--- src/rtl/uart_tx_sched.sv ---
// uart_tx_sched: 4-way round-robin byte scheduler onto one 8N1 UART line (even parity bit when UART_TX_SCHED_PARITY_EN is defined).
// Latency: tx/busy/grant_id registered, start bit one cycle after accept; req_ready combinational, held low while a frame is in flight.
module uart_tx_sched #(
    parameter int BAUD_DIV = 1250
) (
    input  logic        clk,
    input  logic        rst,
    input  logic [3:0]  req_valid,
    input  logic [31:0] req_data,
    output logic [3:0]  req_ready,
    output logic        tx,
    output logic        busy,
    output logic [1:0]  grant_id
);
    localparam int CW = $clog2(BAUD_DIV);
    localparam logic [CW-1:0] CNT_LAST = CW'(BAUD_DIV - 1);

`ifdef UART_TX_SCHED_PARITY_EN
    typedef enum logic [2:0] {IDLE, START, DATA, PARITY, STOP} state_t;
`else
    typedef enum logic [1:0] {IDLE, START, DATA, STOP} state_t;
`endif

    state_t        state;
    state_t        state_next;
    logic [CW-1:0] cnt;
    logic          tick;
    logic [2:0]    bit_idx;
    logic [7:0]    shreg;
    logic [1:0]    ptr;
    logic [1:0]    win_id;
    logic          win_vld;
    logic [7:0]    win_byte;
    logic          load;
    logic          shift;
    logic          tx_next;
    logic          busy_next;
`ifdef UART_TX_SCHED_PARITY_EN
    logic          par_bit;
`endif

    assign tick     = (cnt == CNT_LAST);
    assign win_byte = req_data[{win_id, 3'b000} +: 8];

    // Scan downward from the farthest offset so the nearest valid at or above ptr wins.
    always_comb begin : arb
        win_vld = 1'b0;
        win_id  = ptr;
        for (int i = 3; i >= 0; i--) begin
            if (req_valid[ptr + 2'(i)]) begin
                win_vld = 1'b1;
                win_id  = ptr + 2'(i);
            end
        end
    end

    always_comb begin : fsm_comb
        state_next = state;
        tx_next    = tx;
        busy_next  = busy;
        load       = 1'b0;
        shift      = 1'b0;
        req_ready  = 4'b0000;
        case (state)
            IDLE: begin
                if (win_vld && !rst) begin
                    req_ready[win_id] = 1'b1;
                    load       = 1'b1;
                    state_next = START;
                    tx_next    = 1'b0;
                    busy_next  = 1'b1;
                end
            end
            START: begin
                if (tick) begin
                    state_next = DATA;
                    tx_next    = shreg[0];
                end
            end
            DATA: begin
                if (tick) begin
                    shift = 1'b1;
                    if (bit_idx == 3'd7) begin
`ifdef UART_TX_SCHED_PARITY_EN
                        state_next = PARITY;
                        tx_next    = par_bit;
`else
                        state_next = STOP;
                        tx_next    = 1'b1;
`endif
                    end else begin
                        tx_next = shreg[1];
                    end
                end
            end
`ifdef UART_TX_SCHED_PARITY_EN
            PARITY: begin
                if (tick) begin
                    state_next = STOP;
                    tx_next    = 1'b1;
                end
            end
`endif
            STOP: begin
                if (tick) begin
                    state_next = IDLE;
                    tx_next    = 1'b1;
                    busy_next  = 1'b0;
                end
            end
            default: begin
                state_next = IDLE;
                tx_next    = 1'b1;
                busy_next  = 1'b0;
            end
        endcase
    end

    always_ff @(posedge clk) begin
        if (rst) begin
            state    <= IDLE;
            tx       <= 1'b1;
            busy     <= 1'b0;
            grant_id <= 2'd0;
            ptr      <= 2'd0;
            cnt      <= '0;
            bit_idx  <= 3'd0;
            shreg    <= 8'h00;
`ifdef UART_TX_SCHED_PARITY_EN
            par_bit  <= 1'b0;
`endif
        end else begin
            state <= state_next;
            tx    <= tx_next;
            busy  <= busy_next;
            // Counter restarts on every bit boundary so each bit lasts exactly BAUD_DIV cycles.
            if (state == IDLE || tick) begin
                cnt <= '0;
            end else begin
                cnt <= cnt + 1'b1;
            end
            if (load) begin
                shreg    <= win_byte;
                grant_id <= win_id;
                ptr      <= win_id + 2'd1;
                bit_idx  <= 3'd0;
`ifdef UART_TX_SCHED_PARITY_EN
                par_bit  <= ^win_byte;
`endif
            end else if (shift) begin
                shreg   <= {1'b0, shreg[7:1]};
                bit_idx <= bit_idx + 3'd1;
            end
        end
    end

`ifndef SYNTHESIS
    ready_onehot: assert property (@(posedge clk) $onehot0(req_ready));
    busy_tracks_frame: assert property (@(posedge clk) disable iff (rst) busy == (state != IDLE));
    ready_only_idle: assert property (@(posedge clk) (req_ready != 4'b0000) |-> (state == IDLE));
`endif

endmodule

--- config.mk ---
export PLATFORM = sky130hd
export DESIGN_NAME = uart_tx_sched
export DESIGN_NICKNAME = d
export VERILOG_FILES = /design/src/rtl/uart_tx_sched.sv
export SDC_FILE = /design/constraint.sdc
export NUM_CORES = 1
export LEC_CHECK = 0
export ABC_AREA = 1
export BUFFER_PORTS_ARGS = -buffer_cell sky130_fd_sc_hd__buf_2
export CORE_ASPECT_RATIO = 1.75
export CORE_UTILIZATION = 40
export CTS_BUF_LIST = sky130_fd_sc_hd__clkbuf_2
export CTS_CLUSTER_SIZE = 8
export DETAILED_ROUTE_END_ITERATION = 10
export GPL_ROUTABILITY_DRIVEN = 0
export HOLD_SLACK_MARGIN = 0.03
export PLACE_DENSITY_LB_ADDON = 0.25
export SKIP_CTS_REPAIR_TIMING = 1
export SLEW_MARGIN = 25
export SYNTH_ARGS = -nofsm -noshare
export SYNTH_HDL_FRONTEND = slang
export SYNTH_SLANG_ARGS = --single-unit
export TNS_END_PERCENT = 5
--- constraint.sdc ---
create_clock -name clk -period 1.7 [get_ports clk]
set_input_delay 0.34 -clock clk [delete_from_list [all_inputs] [get_ports clk]]
set_output_delay 0.34 -clock clk [all_outputs]
set_load 0.005 [all_outputs]
* Word-level counts from Yosys, hierarchy flattened *
Cells that the tools add are included.

operators by class
  add/sub/neg operators = 6
  magnitude comparators = 6
  equality and inequality tests = 10
  shifts and indexed selects = 1
  muxes and demuxes = 41
  reductions and logical operators = 12

operators by type and width
  cell                                                 number
  indexed part select 32 x 6 -> 8 bit                  1
  2-to-1 mux 1 bit                                     20
  2-to-1 mux 2 bit                                     9
  2-to-1 mux 8 bit                                     2
  < comparator 2 x 3 -> 1 bit (second input constant)  5
  adder 11 x 1 -> 11 bit (second input constant)       1
  == test 11 bit (second input constant)               1
  != test 2 bit (second input constant)                5
  binary-select mux 1 bit (select 2 bit)               4
  2-to-1 mux 4 bit                                     2
  case mux 2 bit (4 select lines)                      1
  AND reduction 5 bit                                  1
  adder 2 x 1 -> 2 bit (second input constant)         2
  adder 2 bit (second input constant)                  2
  == test 2 bit (second input constant)                2
  case mux 1 bit (4 select lines)                      1
  AND reduction 4 bit                                  1
  nonzero test 2 bit                                   2
  OR reduction 2 bit                                   2
  adder 3 x 1 -> 3 bit (second input constant)         1
  == test 3 bit (second input constant)                1
  AND reduction 3 bit                                  1
  demux 1 bit (select 2 bit)                           1
  == test 2 x 1 -> 1 bit (second input constant)       1
  6 further kinds                                      7

storage, ports and cells
  register bits after elaboration = 30
  output and inout bits = 8

* Depth between registers and ports, before layout *
  depth in word-level cells = 13
  mapped depth = 18
  mapped depth without buffers = 17

* Worst setup path before layout *
No wires, ideal clock.

  kind = reg2out
  start point = register ptr[0]
  end point = output req_ready[1]
  arrival = 1.555 ns
  required time = 1.360 ns
  setup slack = -0.195 ns
  stages on the path, launching flop included = 16
  path buffers = 2
  cells stage by stage = dfxtp_1 buf_6 inv_6 nand2_1 nand2_1 nand2_2 nand2_1 inv_2 nand2_4 nand2_2 nand2_4 nand2_8 buf_6 ha_1 inv_1 nor2_1

on the way
  word-level cells in the longest chain between the ends = 13
  elaborated cells on any way between the ends = 27
  those cells by class = add/sub (3); order compare (2); mux (20); reduce/logical (2)

RTL lines
  item                                                                                               RTL line  source
  from (decl)                                                                                        30        logic [1:0] ptr;
  from (signal assigned)                                                                             145       ptr <= win_id + 2'd1;
  adder 2 bit                                                                                        50, 52
  binary-select mux 1 bit (select 2 bit)                                                             50        if (req_valid[ptr + 2'(i)]) begin
  2-to-1 mux 1 bit (not written as such)                                                             50
  2-to-1 mux 2 bit (3 in a row)                                                                      50
  2-to-1 mux 2 bit *                                                                                 50
  named net win_id[0]                                                                                31        logic [1:0] win_id;
  < comparator 2 x 3 -> 1 bit (not written as such) or >= comparator 2 x 1 -> 1 bit (tied branches)  67        req_ready[win_id] = 1'b1;
  logical AND 1 bit (not written as such)                                                            67
  2-to-1 mux 1 bit (not written as such)                                                             67
  demux 1 bit (select 2 bit) *                                                                       67
  2-to-1 mux 4 bit *                                                                                 66        if (win_vld && !rst) begin
  2-to-1 mux 4 bit *                                                                                 64        case (state)
  to (decl)                                                                                          10        output logic [3:0] req_ready,

Mark *: on every way through the listed nets, which the timed path passes. The rest lies on a longest branch. The select of a mux whose other input is x is not followed.

* Worst setup path in the final report *
  start point = register ptr[0]
  end point = output req_ready[0]

on the way
  word-level cells in the longest chain between the ends = 13
  elaborated cells on any way between the ends = 27
  those cells by class = add/sub (3); order compare (2); mux (20); reduce/logical (2)

RTL lines
  item                                                                                               RTL line
  adder 2 bit                                                                                        50, 52
  binary-select mux 1 bit (select 2 bit)                                                             50
  2-to-1 mux 1 bit (not written as such)                                                             50
  2-to-1 mux 2 bit (4 in a row)                                                                      50
  < comparator 2 x 3 -> 1 bit (not written as such) or >= comparator 2 x 1 -> 1 bit (tied branches)  67
  logical AND 1 bit (not written as such)                                                            67
  2-to-1 mux 1 bit (not written as such)                                                             67
  demux 1 bit (select 2 bit)                                                                         67
  2-to-1 mux 4 bit *                                                                                 66
  2-to-1 mux 4 bit *                                                                                 64

Every way passes the cells marked *; elsewhere a longest branch is shown, timed or not. The select of a mux whose other input is x is not followed.

==> results.toml <==
[detailed_routing]
vias = 2193
wirelength_um = 5000
drc_errors = 2
viasPerCell = 4.78
ant_nets = 0
drtIter0Drc = 33
drt_first_pass_iters = 7
post_drt_wl_per_cell_um = 10.9

[sta]
setup_viol = 18
worst_slack_ns = -0.623
tightestPinTransition_ns = 0.300
fmax_ghz = 0.431
final_hold_viol_count = 0
skew_ns = 0.00941
maxSlewViolCount = 0
rsz0062_at_grt = "true"
period_share = 1.37
max_slew_margin = 0.799
min_period_ns = 2.32

[layout]
syn2layout_area_growth_pct = 38.1
multi_input_area_um2 = 1380
n_fill_cell = 506
antennaDiodeCount = 0
fin_nets = 455
seq_area_um2 = 608
design_area_um2 = 2910
drive_gt1_frac = 0.390

[critical_path]
crit_buf_inv = 6
crit_family = "simple AND/OR/NAND/NOR gates"
worst-path-max-fanout = 6
start_kind = "flop"
critical_path.startpoint = "ptr[0]"
reg2reg_depth = 15
cpPeakStageDelay_ns = 0.39
crit_cells = 16
crit_path_end = "req_ready[0]"
timing.rr.end = "shreg[2]"
crit_chain = "buf_6 -> inv_8 -> nand2_2 -> nand2_2 -> nand2_1 -> nand2_2 -> inv_4 -> nand2_4 -> nand2_4 -> nand2_4 -> nand2_8 -> inv_8 -> ha_4 -> inv_2 -> nor2_2 -> buf_2"
cp.arrival_ns = 1.98
r2r-start = "ptr[0]"
crit_type = "reg -> out"
cpMaxStageDelayCell = "dfxtp_4"
crit_required_ns = 1.36
critPathCaptureType = "output pin"
r2r_setup_slack_ns = -0.25

[global_routing]
overflow = 0
grt_max_degree = 18
grtUsageTotal = 0.185
use_met1 = 0.186
grt.busiest_layer = "met2"
use_met2 = 0.368
grt_first_pass_wirelength_um = 8200
antenna_found_initial = 0
grt_pass1_vias = 2026
met3_usage = 0.0344

[power_and_ir_drop]
vdd_drop_max_uv = 1250
power.total_w = 0.00502
powerDensity_nw_per_um2 = 1730
p_leak_nw = 1.50

[floorplan]
fp.dieH_um = 98.0
die_x_um = 56.8
core_um2 = 5020
dieArea_um2 = 5570
core.rowCount = 34
io_pins = 46
initial_utilization = 0.419

[placed_design]
hpwl_um = 3970
io_buffers = 45
dpl-instance-area_um2 = 2660
pre_cts_slack_ns = -0.275

[synth]
synth_cell_type_count = 34
synth_area_um2 = 2110
synth-edff-count = 0
yosys.area.top_type = "dfxtp_1"
netlist_top_cells_area = "dfxtp_1, nand2_1, inv_1"
ys_ff_latch = 30
syn_nets = 370
synth_seq_area_share = 0.285
yosysTopAreaCellShare = 0.285
ys_async_sr_fraction = 0
syn_avg_cell_area_um2 = 6.58
yosysWarningCount = 0
syn_inst = 320
ys.flop_type = "dfxtp_1"

[clock_tree]
cts_tree = "yes"
cts_buffers = 5
path_clk_slew_ns = 0.17
insertion_delay_ns = 0.36
h-tree-depth = 2
cts_buffer_depth = 2
cts_root_buf = "clkbuf_2"
numClockSinks = 30

[hold_path]
hp-class = "in -> reg"
hp-start = "rst"

[job]
maxCapViolCount = 0

[outcome]
status = "finished with violations"
violations = "design-rule violations, negative setup slack"
## cell families after synthesis
logic type,synth area share
XOR/XNOR,0.0125
buffers and inverters,0.134
adder cells (fa/ha/maj),0.0713
AO/OA/AOI/OAI,0.103
AND/OR/NAND/NOR,0.394
flip-flops,0.285
## layout by cell type (no fill, tap or decap), types with 3 or more instances in the layout
cell type  synthesis  routed
dfxtp_2            0       3
dfxtp_1           30      26
o21a_1             3       3
buf_6              3       4
nand2_1           81      64
inv_2              9      10
nand2_2            7      23
nor2_2             3       3
o21ai_1            0       4
nor3b_1            4       4
nand3_2            4      10
ha_4               0       4
buf_2              1      45
ha_1              12       8
nand3_1           36      30
inv_1             49      47
clkbuf_2           0       5
buf_4              0      35
nor2_1            20      18
a21oi_1           13      13
nand3b_1           8       8
o21ai_0           15      11
nand2_4            2       3
## state kept, by name, summed over array words and instances (netlist names)
signal,cells
cnt,11
shreg,8
bit_idx,3
grant_id,2
ptr,2
state,2
busy,1
tx,1
## metal layers
metal | vias to the layer above | part of all wire
li1 | 1173 | -
met1 | 965 | 0.39
met2 | 43 | 0.56
met3 | 12 | 0.027
met4 | 0 | 0.026
met5 | - | 0
## synth_stat cells, types with 2 or more instances
cell      instances
nand2_4           2
dfxtp_1          30
inv_2             9
nor2_1           20
nor2_2            3
a21oi_1          13
nor3b_1           4
nand2_2           7
clkbuf_1          3
ha_1             12
buf_6             3
o21ai_0          15
nand3_1          36
nand3_2           4
o211ai_1          2
inv_1            49
nand2_1          81
nand3b_1          8
o21a_1            3
xnor2_1           2
## power breakdown
group	total [W]	switching (W)	internal, W
combinational	0.00353	0.00197	0.00156
sequential	0.00100	0.000113	0.000889
clock	0.000493	0.000256	0.000237
total	0.00502	0.00234	0.00268
## final cells by class
type,count,area share
Timing Repair Buffer,85,0.190
Tap cell,54,0.0232
Clock inverter,2,0.0116
Sequential cell,30,0.209
Inverter,60,0.0835
Clock buffer,5,0.00861
Multi-Input combinational cell,223,0.474
## metrics by stage
step                TNS, ns  utilization  std cells  hold slack [ns]
floorplan            -0.754            -        320            0.402
global placement      -2.60        0.530        445            0.444
detailed placement    -3.11        0.530        445            0.444
CTS                   -5.15        0.541        452            0.175
global route          -6.91        0.579        459            0.157
finish                -4.54        0.579        459            0.195
## worst min path at each step
stage,end,slack (ns),depth (start not counted)
6_report,shreg[7],0.19,2
5_1_grt,shreg[7],0.16,2
4_1_cts,shreg[7],0.17,2
3_5_place_dp,tx,0.44,2
3_3_place_gp,tx,0.44,2
2_1_floorplan,shreg[7],0.40,1
(Power assumes the default switching activity.)
